==> src/rtl/uart_reg_pkg.sv <==
// Shared constants and state encodings for the UART register bridge.
package uart_reg_pkg;

    localparam int DATA_W = 8;

    localparam logic [DATA_W-1:0] CMD_READ  = 8'h01;
    localparam logic [DATA_W-1:0] CMD_WRITE = 8'h02;
    localparam logic [DATA_W-1:0] CMD_BURST = 8'h03;
    localparam logic [DATA_W-1:0] ACK       = 8'hAC;
    localparam logic [DATA_W-1:0] NAK       = 8'hEE;

    typedef enum logic [2:0] {
        ST_IDLE,
        ST_GET_ADDR,
        ST_GET_ARG,
        ST_BUS_WR,
        ST_BUS_RD,
        ST_BUS_WAIT,
        ST_TX_SEND,
        ST_TX_WAIT
    } state_t;

    typedef enum logic [1:0] {
        RX_IDLE,
        RX_START,
        RX_DATA,
        RX_STOP
    } rx_state_t;

endpackage

==> src/rtl/uart_serdes.sv <==
// 8N1 UART receiver (2-FF synchroniser, mid-bit sampling) and transmitter
// sharing one bit-period setting.
module uart_serdes
    import uart_reg_pkg::*;
#(
    parameter int CLKS_PER_BIT = 87
) (
    input  logic              clk,
    input  logic              rst,
    input  logic              rxd,
    output logic [DATA_W-1:0] rx_data,
    output logic              rx_valid,
    output logic              rx_ferr,
    input  logic [DATA_W-1:0] tx_data,
    input  logic              tx_start,
    output logic              tx_busy,
    output logic              txd
);

    localparam int CW = $clog2(CLKS_PER_BIT);
    localparam logic [CW-1:0] HALF = CW'(CLKS_PER_BIT / 2 - 1);
    localparam logic [CW-1:0] FULL = CW'(CLKS_PER_BIT - 1);

    rx_state_t         rx_st, rx_st_nx;
    logic              rx_meta, rx_sync, rx_prev;
    logic [CW-1:0]     rx_cnt;
    logic [2:0]        rx_bit;
    logic [DATA_W-1:0] rx_shift;
    logic              rx_tick;

    logic [CW-1:0]     tx_cnt;
    logic [3:0]        tx_bit;
    logic [DATA_W:0]   tx_frame;

    assign rx_tick = (rx_cnt == FULL);
    assign rx_data = rx_shift;

    // Start is a falling edge, so a low line left by a framing error is not re-read as a start.
    always_comb begin
        rx_st_nx = rx_st;
        unique case (rx_st)
            RX_IDLE:  if (rx_prev && !rx_sync) rx_st_nx = RX_START;
            RX_START: if (rx_cnt == HALF) rx_st_nx = rx_sync ? RX_IDLE : RX_DATA;
            RX_DATA:  if (rx_tick && rx_bit == 3'd7) rx_st_nx = RX_STOP;
            RX_STOP:  if (rx_tick) rx_st_nx = RX_IDLE;
            default:  rx_st_nx = RX_IDLE;
        endcase
    end

    always_ff @(posedge clk) begin
        if (rst) begin
            rx_meta  <= 1'b1;
            rx_sync  <= 1'b1;
            rx_prev  <= 1'b1;
            rx_st    <= RX_IDLE;
            rx_cnt   <= '0;
            rx_bit   <= '0;
            rx_valid <= 1'b0;
            rx_ferr  <= 1'b0;
        end else begin
            rx_meta  <= rxd;
            rx_sync  <= rx_meta;
            rx_prev  <= rx_sync;
            rx_st    <= rx_st_nx;
            rx_valid <= 1'b0;
            rx_ferr  <= 1'b0;
            if (rx_st == RX_IDLE || rx_st_nx != rx_st || (rx_st == RX_DATA && rx_tick))
                rx_cnt <= '0;
            else
                rx_cnt <= rx_cnt + CW'(1);
            if (rx_st == RX_IDLE)
                rx_bit <= '0;
            else if (rx_st == RX_DATA && rx_tick)
                rx_bit <= rx_bit + 3'd1;
            if (rx_st == RX_STOP && rx_tick) begin
                rx_valid <= rx_sync;
                rx_ferr  <= !rx_sync;
            end
        end
    end

    always_ff @(posedge clk) begin
        if (rx_st == RX_DATA && rx_tick)
            rx_shift <= {rx_sync, rx_shift[DATA_W-1:1]};
    end

    // tx_bit: 0 = start bit, 1..8 = data bits, 9 = stop bit
    always_ff @(posedge clk) begin
        if (rst) begin
            tx_busy <= 1'b0;
            txd     <= 1'b1;
            tx_cnt  <= '0;
            tx_bit  <= '0;
        end else if (!tx_busy) begin
            if (tx_start) begin
                tx_busy <= 1'b1;
                txd     <= 1'b0;
                tx_cnt  <= '0;
                tx_bit  <= '0;
            end
        end else if (tx_cnt == FULL) begin
            tx_cnt <= '0;
            if (tx_bit == 4'd9) begin
                tx_busy <= 1'b0;
                txd     <= 1'b1;
            end else begin
                tx_bit <= tx_bit + 4'd1;
                txd    <= tx_frame[tx_bit];
            end
        end else begin
            tx_cnt <= tx_cnt + CW'(1);
        end
    end

    always_ff @(posedge clk) begin
        if (!tx_busy && tx_start)
            tx_frame <= {1'b1, tx_data};
    end

endmodule

==> src/rtl/uart_reg_bridge.sv <==
// UART command responder: parses READ/WRITE/BURST frames, drives the 8-bit
// register bus and returns read data or ack/nak bytes on TXD.
module uart_reg_bridge
    import uart_reg_pkg::*;
#(
    parameter int CLKS_PER_BIT = 87,
    parameter int TIMEOUT_BITS = 32
) (
    input  logic              xipMCLK,
    input  logic              xipRESET,
    input  logic              ipRXD,
    output logic              opTXD,
    output logic [DATA_W-1:0] opREG_ADDR,
    output logic [DATA_W-1:0] opREG_WDATA,
    output logic              opREG_WE,
    output logic              opREG_RE,
    input  logic [DATA_W-1:0] ipREG_RDATA,
    output logic              opBUSY,
    output logic              opERR
);

    localparam int TMO_MAX = TIMEOUT_BITS * CLKS_PER_BIT;
    localparam int TMO_W   = $clog2(TMO_MAX + 1);

    state_t            state, state_nx;
    logic [DATA_W-1:0] rx_data, tx_byte, cmd, frm_addr;
    logic              rx_valid, rx_ferr, tx_start, tx_busy;
    logic [8:0]        count;
    logic [TMO_W-1:0]  tmo_cnt;
    logic              in_get, tmo_hit, bad_cmd, err_nx;

    uart_serdes #(.CLKS_PER_BIT(CLKS_PER_BIT)) u_serdes (
        .clk      (xipMCLK),
        .rst      (xipRESET),
        .rxd      (ipRXD),
        .rx_data  (rx_data),
        .rx_valid (rx_valid),
        .rx_ferr  (rx_ferr),
        .tx_data  (tx_byte),
        .tx_start (tx_start),
        .tx_busy  (tx_busy),
        .txd      (opTXD)
    );

    assign in_get  = (state == ST_GET_ADDR) || (state == ST_GET_ARG);
    assign tmo_hit = (tmo_cnt == TMO_W'(TMO_MAX - 1));
    assign opBUSY  = (state != ST_IDLE);

    always_comb begin
        state_nx = state;
        tx_start = 1'b0;
        bad_cmd  = 1'b0;
        unique case (state)
            ST_IDLE: begin
                if (rx_valid) begin
                    if (rx_data == CMD_READ || rx_data == CMD_WRITE || rx_data == CMD_BURST) begin
                        state_nx = ST_GET_ADDR;
                    end else begin
                        state_nx = ST_TX_SEND;
                        bad_cmd  = 1'b1;
                    end
                end
            end
            ST_GET_ADDR: begin
                if (rx_valid)     state_nx = (cmd == CMD_READ) ? ST_BUS_RD : ST_GET_ARG;
                else if (tmo_hit) state_nx = ST_IDLE;
            end
            ST_GET_ARG: begin
                if (rx_valid)     state_nx = (cmd == CMD_WRITE) ? ST_BUS_WR : ST_BUS_RD;
                else if (tmo_hit) state_nx = ST_IDLE;
            end
            ST_BUS_WR:   state_nx = ST_TX_SEND;
            ST_BUS_RD:   state_nx = ST_BUS_WAIT;
            ST_BUS_WAIT: state_nx = ST_TX_SEND;
            ST_TX_SEND: begin
                tx_start = 1'b1;
                state_nx = ST_TX_WAIT;
            end
            ST_TX_WAIT: begin
                if (!tx_busy)
                    state_nx = (cmd == CMD_BURST && count > 9'd1) ? ST_BUS_RD : ST_IDLE;
            end
            default: state_nx = ST_IDLE;
        endcase
    end

    assign err_nx = rx_ferr || bad_cmd || (rx_valid && state != ST_IDLE && !in_get)
                 || (in_get && !rx_valid && tmo_hit);

    // Control: state, strobes, bus address/data (reset to zero), timeout, error pulse
    always_ff @(posedge xipMCLK) begin
        if (xipRESET) begin
            state       <= ST_IDLE;
            opREG_WE    <= 1'b0;
            opREG_RE    <= 1'b0;
            opREG_ADDR  <= '0;
            opREG_WDATA <= '0;
            opERR       <= 1'b0;
            tmo_cnt     <= '0;
        end else begin
            state    <= state_nx;
            opREG_WE <= (state_nx == ST_BUS_WR);
            opREG_RE <= (state_nx == ST_BUS_RD);
            opERR    <= err_nx;
            tmo_cnt  <= (in_get && !rx_valid && !tmo_hit) ? tmo_cnt + TMO_W'(1) : '0;
            if (state_nx == ST_BUS_WR) begin
                opREG_ADDR  <= frm_addr;
                opREG_WDATA <= rx_data;
            end else if (state_nx == ST_BUS_RD) begin
                if (state == ST_GET_ADDR)     opREG_ADDR <= rx_data;
                else if (state == ST_GET_ARG) opREG_ADDR <= frm_addr;
                else                          opREG_ADDR <= opREG_ADDR + 8'd1;
            end
        end
    end

    // Frame datapath: command, address, burst count, reply byte
    always_ff @(posedge xipMCLK) begin
        if (state == ST_IDLE && rx_valid) begin
            cmd     <= rx_data;
            tx_byte <= NAK;
        end
        if (state == ST_GET_ADDR && rx_valid)
            frm_addr <= rx_data;
        if (state == ST_GET_ARG && rx_valid)
            count <= (rx_data == 8'd0) ? 9'd256 : {1'b0, rx_data};
        if (state == ST_TX_WAIT && !tx_busy && count > 9'd1)
            count <= count - 9'd1;
        if (state == ST_BUS_WR)
            tx_byte <= ACK;
        if (state == ST_BUS_WAIT)
            tx_byte <= ipREG_RDATA;
    end

endmodule
==> config.mk <==
export PLATFORM = sky130hd
export DESIGN_NAME = uart_reg_bridge
export DESIGN_NICKNAME = d
export VERILOG_FILES = /design/src/rtl/uart_reg_pkg.sv /design/src/rtl/uart_serdes.sv /design/src/rtl/uart_reg_bridge.sv
export SDC_FILE = /design/constraint.sdc
export NUM_CORES = 1
export LEC_CHECK = 0
export ABC_CLOCK_PERIOD_IN_PS = 3200
export BUFFER_PORTS_ARGS = -buffer_cell sky130_fd_sc_hd__buf_2
export CAP_MARGIN = 20
export CORE_ASPECT_RATIO = 1.25
export CORE_MARGIN = 2
export CORE_UTILIZATION = 50
export DETAILED_ROUTE_END_ITERATION = 6
export PLACE_DENSITY = 0.68
export SYNTH_ARGS = -nofsm -noshare
export SYNTH_HDL_FRONTEND = slang
export SYNTH_SLANG_ARGS = --single-unit
==> constraint.sdc <==
create_clock -name xipMCLK -period 3.2 [get_ports xipMCLK]
set_input_delay 0.32 -clock xipMCLK [delete_from_list [all_inputs] [get_ports xipMCLK]]
set_output_delay 0.32 -clock xipMCLK [all_outputs]
set_load 0.005 [all_outputs]
After elaboration in Yosys (flattened, before gate mapping) --
Index checks and enable logic that the tools add are counted.
Storage, ports and cells: flip-flop bits (word level) 113, input port bits 11, output and inout port bits 21, logic and storage cells 154
Cells by class: add/subtract/negate cells 7, magnitude comparators 2, eq/ne operators 27, mux-type cells 47, bitwise operators 2, reduce and logical (&&, ||, !) cells 44
Operator list (number):
- $mux W8 | 7
- $eq A8 B2 Y1 const B | 4
- $mux W3 | 9
- $mux W9 | 3
- $mux W7 | 3
- $pmux W3 S7 | 1
- $eq A3 B3 Y1 const B | 6
- $eq A8 B1 Y1 const B | 2
- $logic_and A1 B1 Y1 | 16
- $mux W4 | 4
- $add A7 B1 Y7 const B | 2
- $eq A7 B7 Y1 const B | 2
- $mux W1 | 13
- $add A12 B1 Y12 const B | 1
- $eq A12 B12 Y1 const B | 1
- $mux W2 | 5
- $reduce_or A2 Y1 | 5
- $eq A3 B2 Y1 const B | 3
- $gt A9 B1 Y1 const B | 1
- $sub A9 B1 Y9 const B | 1
- $add A8 B1 Y8 const B | 1
- $logic_not A8 Y1 | 1
- $logic_or A1 B1 Y1 | 8
- $pmux W2 S4 | 1
- other kinds (19) | 29

Longest topological paths before layout --
depth after elaboration 9, mapped depth 9, depth with buffers taken out 8

Cells and area by module --
From an unflattened synthesis, not the netlist that was laid out.
Unflattened totals: cell total of the unflattened synthesis 529, area, all modules 5353.9 sq um
Modules (own cells, without submodules):
- uart_reg_bridge | times used 1, cells an instance 339, area each 3238.1 sq um, sequential area each 1671.6 sq um
- uart_serdes | times used 1, cells an instance 190, area each 2115.8 sq um, sequential area each 1081.0 sq um

Worst setup path before layout --
No wires, ideal clock.
path kind reg2reg, start reg state[1], end reg opREG_ADDR[2], setup time 0.074 ns, arrival time 2.318 ns, data required time 3.126 ns, slack 0.808 ns, cell stages (with the launch flop) 9, buffers on the path 2, clock period less this slack 2.392 ns, cell sequence dfxtp_1 > buf_6 > or3b_1 > buf_2 > o31a_1 > mux2_4 > a221o_1 > or3_1 > a31oi_1
On the way: word-level cells in the longest chain between the ends 5, elaborated cells on any way between the ends 22, those cells by class eq/ne: 9; mux: 10; reduce/logical: 3
Ends and longest elaborated chain:
- start: declaration | line uart_reg_bridge.sv:25 | state_t state, state_nx;
- start signal: assignment | line uart_reg_bridge.sv:101 | state <= state_nx;
- $eq A3 B2 Y1 (tied with other cells) | line uart_reg_bridge.sv:53 | unique case (state)
- $reduce_or A2 Y1 (no line) (tied with other cells)
- $pmux W3 S7 or $mux W8 (tied branches) | line uart_reg_bridge.sv:53, uart_reg_bridge.sv:110
- $eq A3 B2 Y1 (tied with other cells) | line uart_reg_bridge.sv:106 | if (state_nx == ST_BUS_WR) begin
- $mux W8 or $reduce_bool A2 Y1 (tied branches)
- end signal: assignment | line uart_reg_bridge.sv:107 | opREG_ADDR <= frm_addr;
- end signal: assignment | line uart_reg_bridge.sv:110 | if (state == ST_GET_ADDR) opREG_ADDR <= rx_data;
- end signal: assignment | line uart_reg_bridge.sv:111 | else if (state == ST_GET_ARG) opREG_ADDR <= frm_addr;
- end: declaration | line uart_reg_bridge.sv:13 | output logic [DATA_W-1:0] opREG_ADDR,
Parallel ways exist; a longest one is shown, timed or not. The select of a mux whose other input is x is not followed. A chain may end at the register's enable or synchronous reset.

Final worst setup path --
start reg state[2], end reg opREG_ADDR[1]
Same word-level chain as after synthesis.

==> impl_metrics.toml <==
[power]
p_leak_nw = 2.22
peakVddDrop_mv = 0.357
power_density_nw_per_um2 = 550

[global_route]
gr-total-overflow = 0
grt_usage_pct = 20.8
grt_first_pass_wirelength_um = 18100
antenna_found_initial = 0
grt_pass1_vias = 3751
grt_max_degree = 27

[worst_setup_path]
critPathMaxFanout = 20
worst_setup_path_start_kind = "flop"
slowest_delay_ns = 0.57
cp_data_arrival_time_ns = 3.02
end_kind = "flop"
worstSetupPathType = "flop to flop"
crit_required_ns = 3.51
crit_family = "compound AO/OA/AOI/OAI gates"
slowest_stage = "or3b_1"
path_buf_inv = 0
crit_chain = "or3b_1, o31a_1, mux2_4, a221oi_2, a21oi_2, o41ai_2"

[synth]
ys.flop_type = "dfxtp_1"
synth_compound_area_share_pct = 13.4
synthAdderAreaFrac_pct = 3.17
synthMuxAreaShare_pct = 1.95
avgSynthCellArea_um2 = 10.2
synth_edf_count = 49
yosysMostFrequentCell = "dfxtp_1"
synth_xor_area_share_pct = 5.29
synth_top_family_by_area = "simple AND/OR/NAND/NOR gates"
syn_inst = 503
ys_top_cells_by_count = "64 x dfxtp_1, 59 x nor2_1, 51 x nand2_1"
synth_area_um2 = 5140
async_flop_share_pct = 0
yosys.area.top_type_share_pct = 28.6
yosysSeqAreaShare_pct = 53.6
yosys.area.top_type = "edfxtp_1"
yosys.area_share.simple_pct = 19.8
synth.distinct_cells = 65
ys_seq_elements = 113
synth_nets = 527
ys_warn_count = 0
synth.area.top_cells = "edfxtp_1 29%, dfxtp_1 25%, nor2_1 4.3%"

[clocking]
ctsLongestPathBuffers = 2
path_clk_slew_ns = 0.05
cts_buffers = 17
root_buffer = "clkbuf_16"
clock_latency_ns = 0.41
cts_sinks = 113
cts.repair.resized = 0
cts_setup_buffers = 0
hold_buffers = 0
htreeDepth = 4
cts_tree = "done"

[finish]
final_util_pct = 59.6
nNetsFinal = 563
finalNonFillerCells = 681
drive_above_1_share_pct = 16.5
diodes = 0
fill_cells = 855
area.growth.synth_to_final_pct = 16.6

[sta]
setup_tns_ns = 0
rsz0062_at_grt = "no"
slew-limit-headroom_pct = 50.6
finalCritPeriodShare_pct = 84.6
fmax_ghz = 0.370
skew_ns = 0.0107
drv_slew = 0
fin_ws_ns = 0.494
fin_crit_ns = 2.71
final-setup-viol-count = 0
tightest_slew_ns = 0.738
hold_viol = 0

[placement]
place_ws_ns = 0.542
numPlacedInstances = 649
dpl.hpwl_um = 7470
io_buffers = 31
gp_congestion = 0.819

[route]
num_vias = 3929
drtPass1Iterations = 5
antenna_left = 0
drtIter0Drc = 266
drt-wirelength-per-cell_um = 15.6
drc = 0
wl_um = 10700
avgViaCountPerCell = 5.77

[worst_hold_path]
min_path_type = "primary input to flop"

[die]
die_y_um = 117
die_area_um2 = 11100
die_w_um = 94.7
num_rows = 41
coreArea_um2 = 10100
num_io_pins = 32
initial_utilization_pct = 51.1

[job]
maxCapViolCount = 0

[outcome]
status = "finished clean"
-- cells in the final DEF (no fill, tap or decap), types with 3 or more instances in the layout --
| cell type | n |
|---|---|
| or2_2 | 10 |
| a41oi_1 | 3 |
| a22oi_1 | 4 |
| buf_2 | 31 |
| o211ai_1 | 3 |
| a311oi_1 | 4 |
| edfxtp_1 | 49 |
| xor2_1 | 17 |
| inv_1 | 14 |
| clkinv_2 | 6 |
| and3b_1 | 3 |
| dfxtp_1 | 64 |
| nor2_1 | 59 |
| nand4_1 | 4 |
| nor3b_1 | 3 |
| mux2i_1 | 4 |
| a211o_1 | 3 |
| o21ai_0 | 11 |
| a21oi_1 | 34 |
| buf_4 | 8 |
| clkinv_4 | 3 |
| nand3_1 | 15 |
| nor3_1 | 13 |
| nand2b_1 | 4 |
| clkbuf_16 | 17 |
| or3_1 | 4 |
| a211oi_1 | 4 |
| ha_1 | 13 |
| xnor2_1 | 14 |
| nor2b_1 | 3 |
| nor4_1 | 4 |
| o22ai_1 | 6 |
| a31oi_1 | 5 |
| nand2_1 | 51 |
| and3_1 | 13 |
-- final cells by class --
class,count,area [um2],share of cell area [%]
flip-flops and latches,113,2750,46.0
multi-input cells,354,2240,37.4
clock buffers,17,425,7.10
repair buffers,39,215,3.59
well taps,129,161,2.70
clock inverters,15,144,2.40
inverters,14,52.6,0.878
-- sequential cells by signal (all words and copies together) (netlist names), 8 cells and up --
signal,flops
tx_byte,8
opREG_ADDR,8
u_serdes.tx_frame,8
count,9
frm_addr,8
u_serdes.rx_data,8
opREG_WDATA,8
tmo_cnt,12
cmd,8
-- routing by layer --
layer	GRT usage, %	vias up	wire, um
met1	25.9	1885	4570
met4	8.42	0	230
li1	-	1909	-
met2	33.9	118	5380
met5	0	-	0
met3	5.52	17	470
-- report_power, final --
group / switching [mW] / internal (mW)
combinational: 0.0167 / 0.00843
sequential: 0.00174 / 1.50
clock: 0.637 / 1.14
-- path summary, 6_finish.rpt --
path / from / to / slack [ns] / cells after the start
max: state[2]$_SDFF_PP0_ / opREG_ADDR[1]$_SDFFE_PP0P_ / 0.49 / 6
min: ipRXD / u_serdes.rx_meta$_SDFF_PP1_ / 0.1 / 2
max reg2reg: state[2]$_SDFF_PP0_ / opREG_ADDR[1]$_SDFFE_PP0P_ / 0.49 / 6
min reg2reg: u_serdes.rx_meta$_SDFF_PP1_ / u_serdes.rx_sync$_SDFF_PP1_ / 0.41 / 1
-- per-stage QoR --
stage	power, mW	hold WS (ns)	instance area (um2)
finish	3.30	0.0993	5990
global route	3.39	0.0893	5990
CTS	3.33	0.0834	5990
detailed placement	1.55	0.399	5420
global placement	1.55	0.397	5420
floorplan	1.54	0.389	5140
-- worst register-to-register path, cell delays in order, from the launching register on --
cell and delay (ns):
dfxtp_1 0.48, or3b_1 0.58, o31a_1 0.35, mux2_4 0.29, a221oi_2 0.42, a21oi_2 0.19
o41ai_2 0.33
-- logic make-up after synthesis --
group,Yosys count
AO/OA/AOI/OAI,100
XOR/XNOR,31
adder cells (fa/ha/maj),13
buffers and inverters,36
flip-flops,113
multiplexers,7
AND/OR/NAND/NOR,203
No activity file was read; power rests on OpenSTA's default activity.
